## src/rtl/seq_det_pkg.sv

```systemverilog
// Shared constants for the parametrised serial pattern detector: default
// geometry and the overlap mode encoding used by the top level and benches.
package seq_det_pkg;

  localparam int              DEF_N             = 4;
  localparam int              DEF_CNT_W         = 8;
  localparam logic [DEF_N-1:0] DEF_RESET_PATTERN = 4'b0110;

  // Value of the overlap input selecting each detection mode.
  localparam logic OVERLAP     = 1'b1;
  localparam logic NON_OVERLAP = 1'b0;

endpackage

```

## src/rtl/sat_counter.sv

```systemverilog
// Saturating up-counter: counts inc pulses and holds at all-ones.
// Synchronous active-high reset; clear has the same effect as reset.
module sat_counter #(
  parameter int W = 8
) (
  input  logic         clk,
  input  logic         reset,
  input  logic         clear,
  input  logic         inc,
  output logic [W-1:0] count
);

  // Count up on inc, stick at the maximum value instead of wrapping.
  always_ff @(posedge clk) begin
    if (reset || clear) begin
      count <= '0;
    end else if (inc && (count != {W{1'b1}})) begin
      count <= count + 1'b1;
    end
  end

endmodule

```

## src/rtl/seq_detector_param.sv

```systemverilog
// Parametrised Mealy serial pattern detector. Keeps the last N-1 accepted
// bits plus a fill count; a match is flagged combinationally in the cycle
// the final bit is presented. Supports run-time pattern loading, overlapping
// or non-overlapping detection, a registered match copy and a saturating
// match counter.
//
// Input qualification: a bit on x is consumed on a rising clk edge only when
// en=1, pat_load=0 and reset=0. There is no back-pressure; every accepted
// bit is consumed. Priority is reset > pat_load > en.
module seq_detector_param
  import seq_det_pkg::*;
#(
  parameter int           N             = DEF_N,
  parameter logic [N-1:0] RESET_PATTERN = DEF_RESET_PATTERN,
  parameter int           CNT_W         = DEF_CNT_W
) (
  input  logic             clk,
  input  logic             reset,
  input  logic             en,
  input  logic             x,
  input  logic             overlap,
  input  logic             pat_load,
  input  logic [N-1:0]     pat_in,
  output logic             z,
  output logic             z_q,
  output logic [CNT_W-1:0] match_count,
  output logic [N-1:0]     pattern
);

  localparam int             FW       = $clog2(N);
  localparam logic [FW-1:0]  FILL_MAX = FW'(N - 1);

  logic [N-2:0]  hist;    // last N-1 accepted bits, newest in bit 0
  logic [FW-1:0] fill;    // number of valid history bits, saturates at N-1
  logic [N-1:0]  window;  // history extended with the bit currently on x
  logic          accept;
  logic          full;
  logic          match;

  assign window = {hist, x};
  assign accept = en & ~pat_load & ~reset;
  assign full   = (fill == FILL_MAX);
  assign match  = accept & full & (window == pattern);
  assign z      = match;

  // History, fill, active pattern and the registered match copy.
  always_ff @(posedge clk) begin
    if (reset) begin
      hist    <= '0;
      fill    <= '0;
      pattern <= RESET_PATTERN;
      z_q     <= 1'b0;
    end else begin
      z_q <= match;
      if (pat_load) begin
        // New pattern: discard any partial match built on the old one.
        pattern <= pat_in;
        hist    <= '0;
        fill    <= '0;
      end else if (accept) begin
        if (match && (overlap == NON_OVERLAP)) begin
          // Non-overlapping: the next match must be built from fresh bits.
          hist <= '0;
          fill <= '0;
        end else begin
          hist <= window[N-2:0];
          if (!full) begin
            fill <= fill + 1'b1;
          end
        end
      end
    end
  end

  sat_counter #(
    .W(CNT_W)
  ) u_match_cnt (
    .clk   (clk),
    .reset (reset),
    .clear (1'b0),
    .inc   (match),
    .count (match_count)
  );

endmodule

```

## config.mk

```make
export PLATFORM = sky130hd
export DESIGN_NAME = seq_detector_param
export DESIGN_NICKNAME = d
export VERILOG_FILES = /design/src/rtl/seq_det_pkg.sv /design/src/rtl/sat_counter.sv /design/src/rtl/seq_detector_param.sv
export SDC_FILE = /design/constraint.sdc
export NUM_CORES = 1
export LEC_CHECK = 0
export CORE_AREA = 2 2 53 55
export DETAILED_ROUTE_END_ITERATION = 8
export DIE_AREA = 0 0 55 57
export PLACE_DENSITY_LB_ADDON = 0.2
export SYNTH_ARGS = -nofsm -noshare
export SYNTH_HDL_FRONTEND = slang
export SYNTH_SLANG_ARGS = --single-unit
```

## constraint.sdc

```tcl
create_clock -name clk -period 5.3 [get_ports clk]
set_input_delay 1.325 -clock clk [delete_from_list [all_inputs] [get_ports clk]]
set_output_delay 1.325 -clock clk [all_outputs]
set_load 0.03 [all_outputs]
```

==> impl_metrics.toml, run 1 <==
[status]
status = "finished clean"

[clock_tree]
cts_htree_levels = 1
cts.clk_slew.worst_paths_ns = 0.10
clkLatencyLatePin_ns = 0.28
cts_tree = "done"
cts_buffer_depth = 2
cts_root_buffer = "clkbuf_4"
cts_made_buffers = 3
cts_sinks = 18
hold_buffers = 0
post_cts_buffers = 0
ctsResizeCount = 0

[timing]
timing.fmax_mhz = 222
worst_pin_slew_ns = 0.349
layout_min_cycle_time_ns = 4.51
fin_tns_setup_ns = 0
finalSetupViolCount = 0
hold_viol = 0
finClkSkew_ns = 0.00510
max_slew_margin_pct = 76.6
period_share_pct = 85.1
drv_slew = 0
rsz0062_at_grt = "no"

[critical_path]
cpMaxStageDelayCell = "clkdlybuf4s50_1"
regToRegStartpoint = "hist[0]$_SDFFE_PP0P_"
start_kind = "input pin"
cp-startpoint = "pat_load"
crit_type = "input pin to output pin"
cp_cell_sequence = "clkdlybuf4s50_1 -> nor2_4 -> and3_1 -> nand3_2 -> inv_1 -> clkdlybuf4s50_1"
cpPeakStageDelay_ns = 0.67
cp_common_cell = "clkdlybuf4s50_1"
r2r_slack_ns = 3.38
r2r-end = "u_match_cnt.count[7]$_SDFFE_PP0P_"
cp_data_required_time_ns = 3.97
cp_max_fo = 8
rr_worst_depth = 6
crit_arrival_ns = 3.19
crit_path_end_kind = "output pin"

[routing]
first_iter_violations = 20
vias = 813
ant_nets = 0
drt_wl_total_um = 1940
drt_pass1_iterations = 4
viasPerCell = 5.46
routedWlPerCell_um = 13.0
post-route-drc-count = 0

[global_route]
grt_pass1_vias = 809
grt_pass1_wl_um = 3370
antenna_found_initial = 0
grt.overflow.total = 0
grt_max_degree = 17
grtUsageTotal_pct = 14.5

[logic_synthesis]
ys_top_cells_by_count = "dfxtp_1, inv_1, nand3_1"
syn_inst = 93
synth_edf_count = 0
synth_area_leaders = "dfxtp_1, mux2i_1, nand3_1"
synth_ff_type = "dfxtp_1"
yosysWarnings = 0
yosysTopAreaCell = "dfxtp_1"
async_flop_share_pct = 0
syn_nets = 105
netlist_area_um2 = 850
yosysUniqueCellTypes = 35
ys_seq_area_share_pct = 42.4
yosysTopAreaCellShare_pct = 42.4
ys_ff_latch = 18
avgSynthCellArea_um2 = 9.14
yosysMostFrequentCell = "dfxtp_1"

[power_and_ir_drop]
power_switching_mw = 0.0566
finalPower_mw = 0.251
ir_drop_v = 0.000131
intPower_mw = 0.195
share_comb_of_total_power_pct = 11.2
leakage_nw = 0.414
cellPowerDensity_nw_per_um2 = 218
clockPowerShare_pct = 32.8
p_seq_share_pct = 56.0
swShare_pct = 22.6

[place]
gp_congestion = 0.839
port_buffers = 23
dp_hpwl_um = 1440

[final_layout]
area_delta_synth_final_pct = 35.8
insertedDiodeCount = 0
fin_util_pct = 44.1
nFillCells = 280
nNetsFinal = 131
layout-drive-gt1-share_pct = 7.63

[hold_path]
hold_end = "fill[1]$_SDFFE_PP0P_"
hp-start = "fill[1]$_SDFFE_PP0P_"
whs_path_depth = 2
hold_class = "flip-flop to flip-flop"

[die]
die_height_um = 57
die_area_um2 = 3140
chipWidth_um = 55
coreArea_um2 = 2620
pin_count = 24
num_rows = 19
start_util_pct = 32.5

[job]
maxCapViolations = 0
==> metrics by stage <==
| stage | std cells | area, µm² | hold WS (ns) | setup slack (ns) |
|---|---|---|---|---|
| global placement | 145 | 1120 | 0.468 | 0.815 |
| global route | 149 | 1150 | 0.520 | 0.687 |
| detailed placement | 145 | 1120 | 0.481 | 0.781 |
| finish | 149 | 1150 | 0.492 | 0.788 |
| CTS | 149 | 1150 | 0.497 | 0.775 |
| floorplan | 93 | 850 | 0.455 | 1.61 |
==> worst max-delay path: cells and delay by family <==
kind | cells | cell delay (ns)
buf+inv | 3 | 1.34
simple gates | 3 | 0.52
==> power groups by stage <==
stage / Combinational, mW / Sequential (mW) / Clock [mW]
6_report: 0.0282 / 0.141 / 0.0824
5_1_grt: 0.0301 / 0.141 / 0.0948
4_1_cts: 0.0283 / 0.141 / 0.0878
3_5_place_dp: 0.0281 / 0.144 / 0
3_3_place_gp: 0.0277 / 0.144 / 0
2_1_floorplan: 0.0103 / 0.147 / 0
==> layout by cell type (no fill, tap or decap), drive strengths merged, types with 2 or more instances in the layout <==
master          n
clkdlybuf4s50  23
a21oi           6
o32ai           2
o21ai           3
nand2b          4
nand2           2
nor2            5
mux2i           4
buf             2
dfxtp          18
a211o           2
or4             3
nor2b           2
or3             2
inv             7
nand3b          2
clkbuf          4
nand3           8
ha              2
o31ai           3
==> layout make-up <==
| class | instances | area (µm²) | share of cell area, % |
|---|---|---|---|
| clock buffers | 4 | 36.3 | 3.15 |
| inverters | 7 | 26.3 | 2.28 |
| multi-input cells | 64 | 447 | 38.7 |
| flip-flops and latches | 18 | 360 | 31.2 |
| well taps | 31 | 38.8 | 3.36 |
| repair buffers | 25 | 245 | 21.3 |
==> logic make-up (layout without fill, tap and decap cells) <==
family | Yosys count | in the layout | synth area share [%]
buffers and inverters | 11 | 36 | 5.01
AOI/OAI and AO/OA | 21 | 21 | 17.4
xor gates and xnor gates | 2 | 2 | 2.06
muxes | 4 | 4 | 4.71
DFF | 18 | 18 | 42.4
adders and majority gates | 2 | 2 | 2.95
and+or+nand+nor | 35 | 35 | 25.5
==> flip-flops by register name, summed over array words and instances (netlist names) <==
signal and count:
fill 2, u_match_cnt.count 8, z_q 1, pattern 4, hist 3
==> worst max path at each step <==
stage / endpoint / slack (ns) / depth (start not counted)
final: z / 0.79 / 6
after CTS: z / 0.78 / 6
after floorplan: z / 1.61 / 6
after global placement: z / 0.82 / 6
after global routing: z / 0.69 / 6
after detailed placement: z / 0.78 / 6
==> routing by layer <==
layer	up-vias	part of all wire [%]	global-route usage [%]
met5	-	0	0
met4	0	1.8	7.32
met3	4	4.6	2.36
met2	22	51	23.6
met1	389	42	17.9
li1	398	-	-
Power figures use the tool's default switching activity.
==> inputs of run 2 (changes only) <==
CORE_AREA = 2 2 50 52   (was 2 2 53 55)
CTS_BUF_LIST = sky130_fd_sc_hd__clkbuf_16   (was default)
DIE_AREA = 0 0 52 54   (was 0 0 55 57)
==> run 2 against run 1 <==
Clock skew shrank 0.0041 ns. Total power up 24%. Count of clock-buffer cells in the layout fell by 1. Sequential share of layout area is 0.98 points lower. Setup slack worse by 0.011 ns. Non-clock buffer count unchanged. Maximum frequency decreased by 0.24%. Critical endpoint unchanged.
==> impl_metrics.toml, run 2 (synthesis results as in run 1) <==
[critical_path]
r2r-end = "u_match_cnt.count[7]$_SDFFE_PP0P_"
cp_max_fo = 8
crit_arrival_ns = 3.20
r2r_slack_ns = 3.42
crit_type = "input pin to output pin"
cp_data_required_time_ns = 3.97
rr_worst_depth = 6
start_kind = "input pin"
crit_path_end_kind = "output pin"
regToRegStartpoint = "hist[0]$_SDFFE_PP0P_"

[die]
die_height_um = 54
start_util_pct = 36.6
die_area_um2 = 2810
num_rows = 18
chipWidth_um = 52
pin_count = 24
coreArea_um2 = 2320

[status]
status = "finished clean"

[routing]
post-route-drc-count = 0
drt_wl_total_um = 1860
vias = 798
drt_pass1_iterations = 4
routedWlPerCell_um = 12.6
viasPerCell = 5.43
ant_nets = 0
first_iter_violations = 12

[power_and_ir_drop]
swShare_pct = 19.3
share_comb_of_total_power_pct = 9.0
clockPowerShare_pct = 45.8
intPower_mw = 0.252
power_switching_mw = 0.0605
cellPowerDensity_nw_per_um2 = 262
p_seq_share_pct = 45.2
leakage_nw = 0.430
ir_drop_v = 0.000184

[final_layout]
nFillCells = 207
top_register = "u_match_cnt.count"
largestRegisters = "u_match_cnt.count: 8 flops, pattern: 4 flops, hist: 3 flops"
layout-drive-gt1-share_pct = 6.84
area_delta_synth_final_pct = 40.2
insertedDiodeCount = 0
final_common_cell = "clkdlybuf4s50_1"
largest_register_ffs = 8
nNetsFinal = 131
layout_common_cells = "clkdlybuf4s50_1, dfxtp_1, inv_1, nand3_1, a21oi_1"

[place]
gp_congestion = 0.825
dp_hpwl_um = 1410
port_buffers = 23

[hold_path]
hold_class = "flip-flop to flip-flop"
hp-start = "fill[1]$_SDFFE_PP0P_"
hold_end = "fill[1]$_SDFFE_PP0P_"
whs_path_depth = 2

[job]
maxCapViolations = 0

[clock_tree]
hold_buffers = 0
cts_buffer_depth = 2
cts_root_buffer = "clkbuf_16"
cts_sinks = 18
cts_htree_levels = 1
cts.clk_slew.worst_paths_ns = 0.05
cts_made_buffers = 3
cts_tree = "done"
post_cts_buffers = 0
clkLatencyLatePin_ns = 0.24
ctsResizeCount = 0

[timing]
drv_slew = 0
holdWs_ns = 0.483
layout_min_cycle_time_ns = 4.52
hold_viol = 0
rsz0062_at_grt = "no"
finalSetupViolCount = 0
worst_pin_slew_ns = 0.386
timing.fmax_mhz = 221
max_slew_margin_pct = 74.2
period_share_pct = 85.3
fin_tns_setup_ns = 0
finClkSkew_ns = 0.00103

[global_route]
antenna_found_initial = 0
grt_pass1_wl_um = 3170
grt_pass1_vias = 778
grt.overflow.total = 0
grtUsageTotal_pct = 15.5
busiest_layer = "met2"
use_met3_pct = 5.00
grt_max_degree = 17
gr-usage-met1_pct = 16.4
use_met2_pct = 26.6
-- run 2: changes by cell type in the layout (fill, tap and decap cells not counted), sizes merged --
cell	delta
clkbuf	-1
-- run 2: metal layers --
layer	up-vias	share of wire [%]	routed length, µm
met5	-	0	0
met4	0	2.6	48
met3	8	5.9	110
met2	27	48	883
met1	371	44	812
li1	392	-	-
-- run 2: power groups by stage --
stage | Combinational (mW) | Clock, mW | Sequential, mW
2_1_floorplan | 0.0103 | 0 | 0.147
3_3_place_gp | 0.0275 | 0 | 0.144
3_5_place_dp | 0.0281 | 0 | 0.144
4_1_cts | 0.0283 | 0.148 | 0.141
5_1_grt | 0.0303 | 0.155 | 0.141
6_report | 0.0282 | 0.143 | 0.141
-- run 2: worst max path at each step --
stage,from,slack [ns],end
floorplan,pat_load,1.61,z
CTS,pat_load,0.77,z
detailed placement,pat_load,0.77,z
global placement,pat_load,0.81,z
global route,pat_load,0.66,z
finish,pat_load,0.78,z
-- run 2: critical path, cell delays in order --
cell and delay (ns):
clkdlybuf4s50_1 0.60, nor2_4 0.25, and3_1 0.19, nand3_2 0.08, inv_1 0.09, clkdlybuf4s50_1 0.66
-- run 2: metrics by stage --
stage               area, µm²  utilization [%]  setup WS, ns  instances  power [mW]
detailed placement       1120             48.1         0.772        144       0.172
floorplan                 850                -          1.61         93       0.157
CTS                      1190             51.3         0.768        147       0.317
global placement         1120             48.1         0.815        144       0.171
finish                   1190             51.3         0.777        147       0.313
global route             1190             51.3         0.655        147       0.327
-- run 2: final cells by class --
| cell class | count | area [µm²] | share of cell area [%] |
|---|---|---|---|
| multi-input combinational | 64 | 447 | 37.5 |
| sequential | 18 | 360 | 30.3 |
| timing repair buffer | 25 | 245 | 20.6 |
| clock buffer | 3 | 75.1 | 6.30 |
| tap | 30 | 37.5 | 3.15 |
| inverter | 7 | 26.3 | 2.21 |
==> inputs of run 3 (changes only) <==
ABC_AREA = 1   (was default)
CORE_AREA = 2 2 54 56   (was 2 2 50 52)
DIE_AREA = 0 0 56 58   (was 0 0 52 54)
==> run 3 against run 2 <==
Die area is 16% higher. Critical path depth is 2 higher. Setup slack worse by 0.089 ns. Total power is 2.4% higher. Core utilization is 1.0 points lower. Sequential power hardly changed. Critical path type unchanged. Largest cell class unchanged. Highest routed layer unchanged.
==> impl_metrics.toml, run 3 <==
[status]
status = "finished clean"

[final_layout]
insertedDiodeCount = 0
area_delta_synth_final_pct = 32.9
stdcell_area_um2 = 1340
final_common_cell = "nand2_1"
top_register = "u_match_cnt.count"
largestRegisters = "u_match_cnt.count: 8 flops, pattern: 4 flops, hist: 3 flops"
fin_util_pct = 50.3
final_cell_count_no_fill = 181
nNetsFinal = 164
layout_common_cells = "nand2_1, clkdlybuf4s50_1, dfxtp_1, inv_1"
largest_register_ffs = 8
layout-drive-gt1-share_pct = 19.3

[power_and_ir_drop]
ir_drop_v = 0.000172
leakage_nw = 0.534
clockPowerShare_pct = 46.2
intPower_mw = 0.252
p_seq_share_pct = 43.9
swShare_pct = 21.4
cellPowerDensity_nw_per_um2 = 239
power_switching_mw = 0.0684
finalPower_mw = 0.320
share_comb_of_total_power_pct = 9.8

[logic_synthesis]
synthAdderAreaFrac_pct = 2.48
ys_seq_area_share_pct = 35.7
synth_ff_type = "dfxtp_1"
yosysTopAreaCell = "dfxtp_1"
netlist_area_um2 = 1010
synth_edf_count = 0
synth_mux_area_share_pct = 0
synth_compound_area_share_pct = 13.0
yosysWarnings = 0
yosysMostFrequentCell = "nand2_1"
yosys.area_share.simple_pct = 35.6
synth_xor_xnor_area_share_pct = 5.21
yosysTopAreaCellShare_pct = 35.7
syn_nets = 137
ys_ff_latch = 18
syn_inst = 125
avgSynthCellArea_um2 = 8.07
ys_top_cells_by_count = "nand2_1, dfxtp_1, inv_1"
yosysUniqueCellTypes = 23
async_flop_share_pct = 0
synth_area_leaders = "dfxtp_1, nand2_1, nand3_2"
synth_top_family_by_area = "simple AND/OR/NAND/NOR gates"

[critical_path]
start_kind = "input pin"
cp_max_fo = 8
crit_type = "input pin to output pin"
crit_path_end_kind = "output pin"
cp_data_required_time_ns = 3.97
crit_arrival_ns = 3.29

[timing]
hold_viol = 0
period_share_pct = 87.0
drv_slew = 0
timing.fmax_mhz = 217
finalSetupViolCount = 0
max_slew_margin_pct = 79.1
worst_pin_slew_ns = 0.313
finClkSkew_ns = 0.00227
worst_slack_ns = 0.688
rsz0062_at_grt = "no"
fin_tns_setup_ns = 0
holdWs_ns = 0.478
layout_min_cycle_time_ns = 4.61

[die]
coreArea_um2 = 2660
chipWidth_um = 56
die_area_um2 = 3250
num_rows = 19
pin_count = 24
start_util_pct = 37.9
die_height_um = 58

[routing]
vias = 892
post-route-drc-count = 0
drt_wl_total_um = 2110
ant_nets = 0
routedWlPerCell_um = 11.6
first_iter_violations = 12
drt_pass1_iterations = 4
viasPerCell = 4.93

[place]
placed_area_um2 = 1260
dp_cells = 178
place_ws_ns = 0.679
gp_congestion = 0.765
port_buffers = 23
dp_hpwl_um = 1570

[clock_tree]
post_cts_buffers = 0
cts_made_buffers = 3
ctsResizeCount = 0
cts_root_buffer = "clkbuf_16"
hold_buffers = 0
clkLatencyLatePin_ns = 0.25
cts_sinks = 18
cts_buffer_depth = 2
cts.clk_slew.worst_paths_ns = 0.05
cts_htree_levels = 1
cts_tree = "done"

[hold_path]
hold_class = "flip-flop to flip-flop"

[global_route]
grt_max_degree = 12
grt_pass1_wl_um = 3450
grt.overflow.total = 0
grtUsageTotal_pct = 13.9
antenna_found_initial = 0
grt_pass1_vias = 814

[job]
maxCapViolations = 0
==> run 3: worst paths after layout <==
check / from / endpoint / slack, ns / depth (start not counted)
worst max-delay path: pat_load / z / 0.69 / 8
worst min register to register: hist[2]$_SDFFE_PP0P_ / hist[2]$_SDFFE_PP0P_ / 0.48 / 2
worst max register to register: u_match_cnt.count[0]$_SDFFE_PP0P_ / u_match_cnt.count[1]$_SDFFE_PP0P_ / 3.72 / 7
worst min-delay path: hist[2]$_SDFFE_PP0P_ / hist[2]$_SDFFE_PP0P_ / 0.48 / 2
==> run 3: power groups by stage <==
stage	combinational, mW	clock, mW	sequential, mW
2_1_floorplan	0.0123	0	0.147
3_3_place_gp	0.0315	0	0.143
3_5_place_dp	0.0315	0	0.143
4_1_cts	0.0318	0.150	0.141
5_1_grt	0.0341	0.155	0.141
6_report	0.0315	0.148	0.141
==> run 3: cell families after synthesis <==
kind of cell | count (synthesis)
adder cells (fa/ha/maj) | 2
buffers and inverters | 18
AND/OR/NAND/NOR | 60
XOR/XNOR | 6
flip-flops | 18
AO/OA/AOI/OAI | 21
==> run 3: per-layer routing <==
metal | wire length (µm) | global-route usage [%] | share of wire (%)
met5 | 0 | 0 | 0
met2 | 950 | 21.8 | 45
met3 | 110 | 2.90 | 5.2
met1 | 993 | 17.2 | 47
met4 | 51 | 9.18 | 2.4
==> run 3: worst max-delay path: stages <==
cell and delay, ns:
clkdlybuf4s50_1 0.50, inv_2 0.14, nand2_4 0.07, nor2_8 0.14, nand2_4 0.06, nor2_4 0.12, and2_4 0.24, clkdlybuf4s50_1 0.69
==> run 3: layout make-up <==
class / count / area [µm²]
Inverter: 16 / 60.1
Tap cell: 31 / 38.8
Multi-Input combinational cell: 89 / 568
Timing Repair Buffer: 24 / 238
Clock buffer: 3 / 75.1
Fill cell: 271 / 1320
Sequential cell: 18 / 360
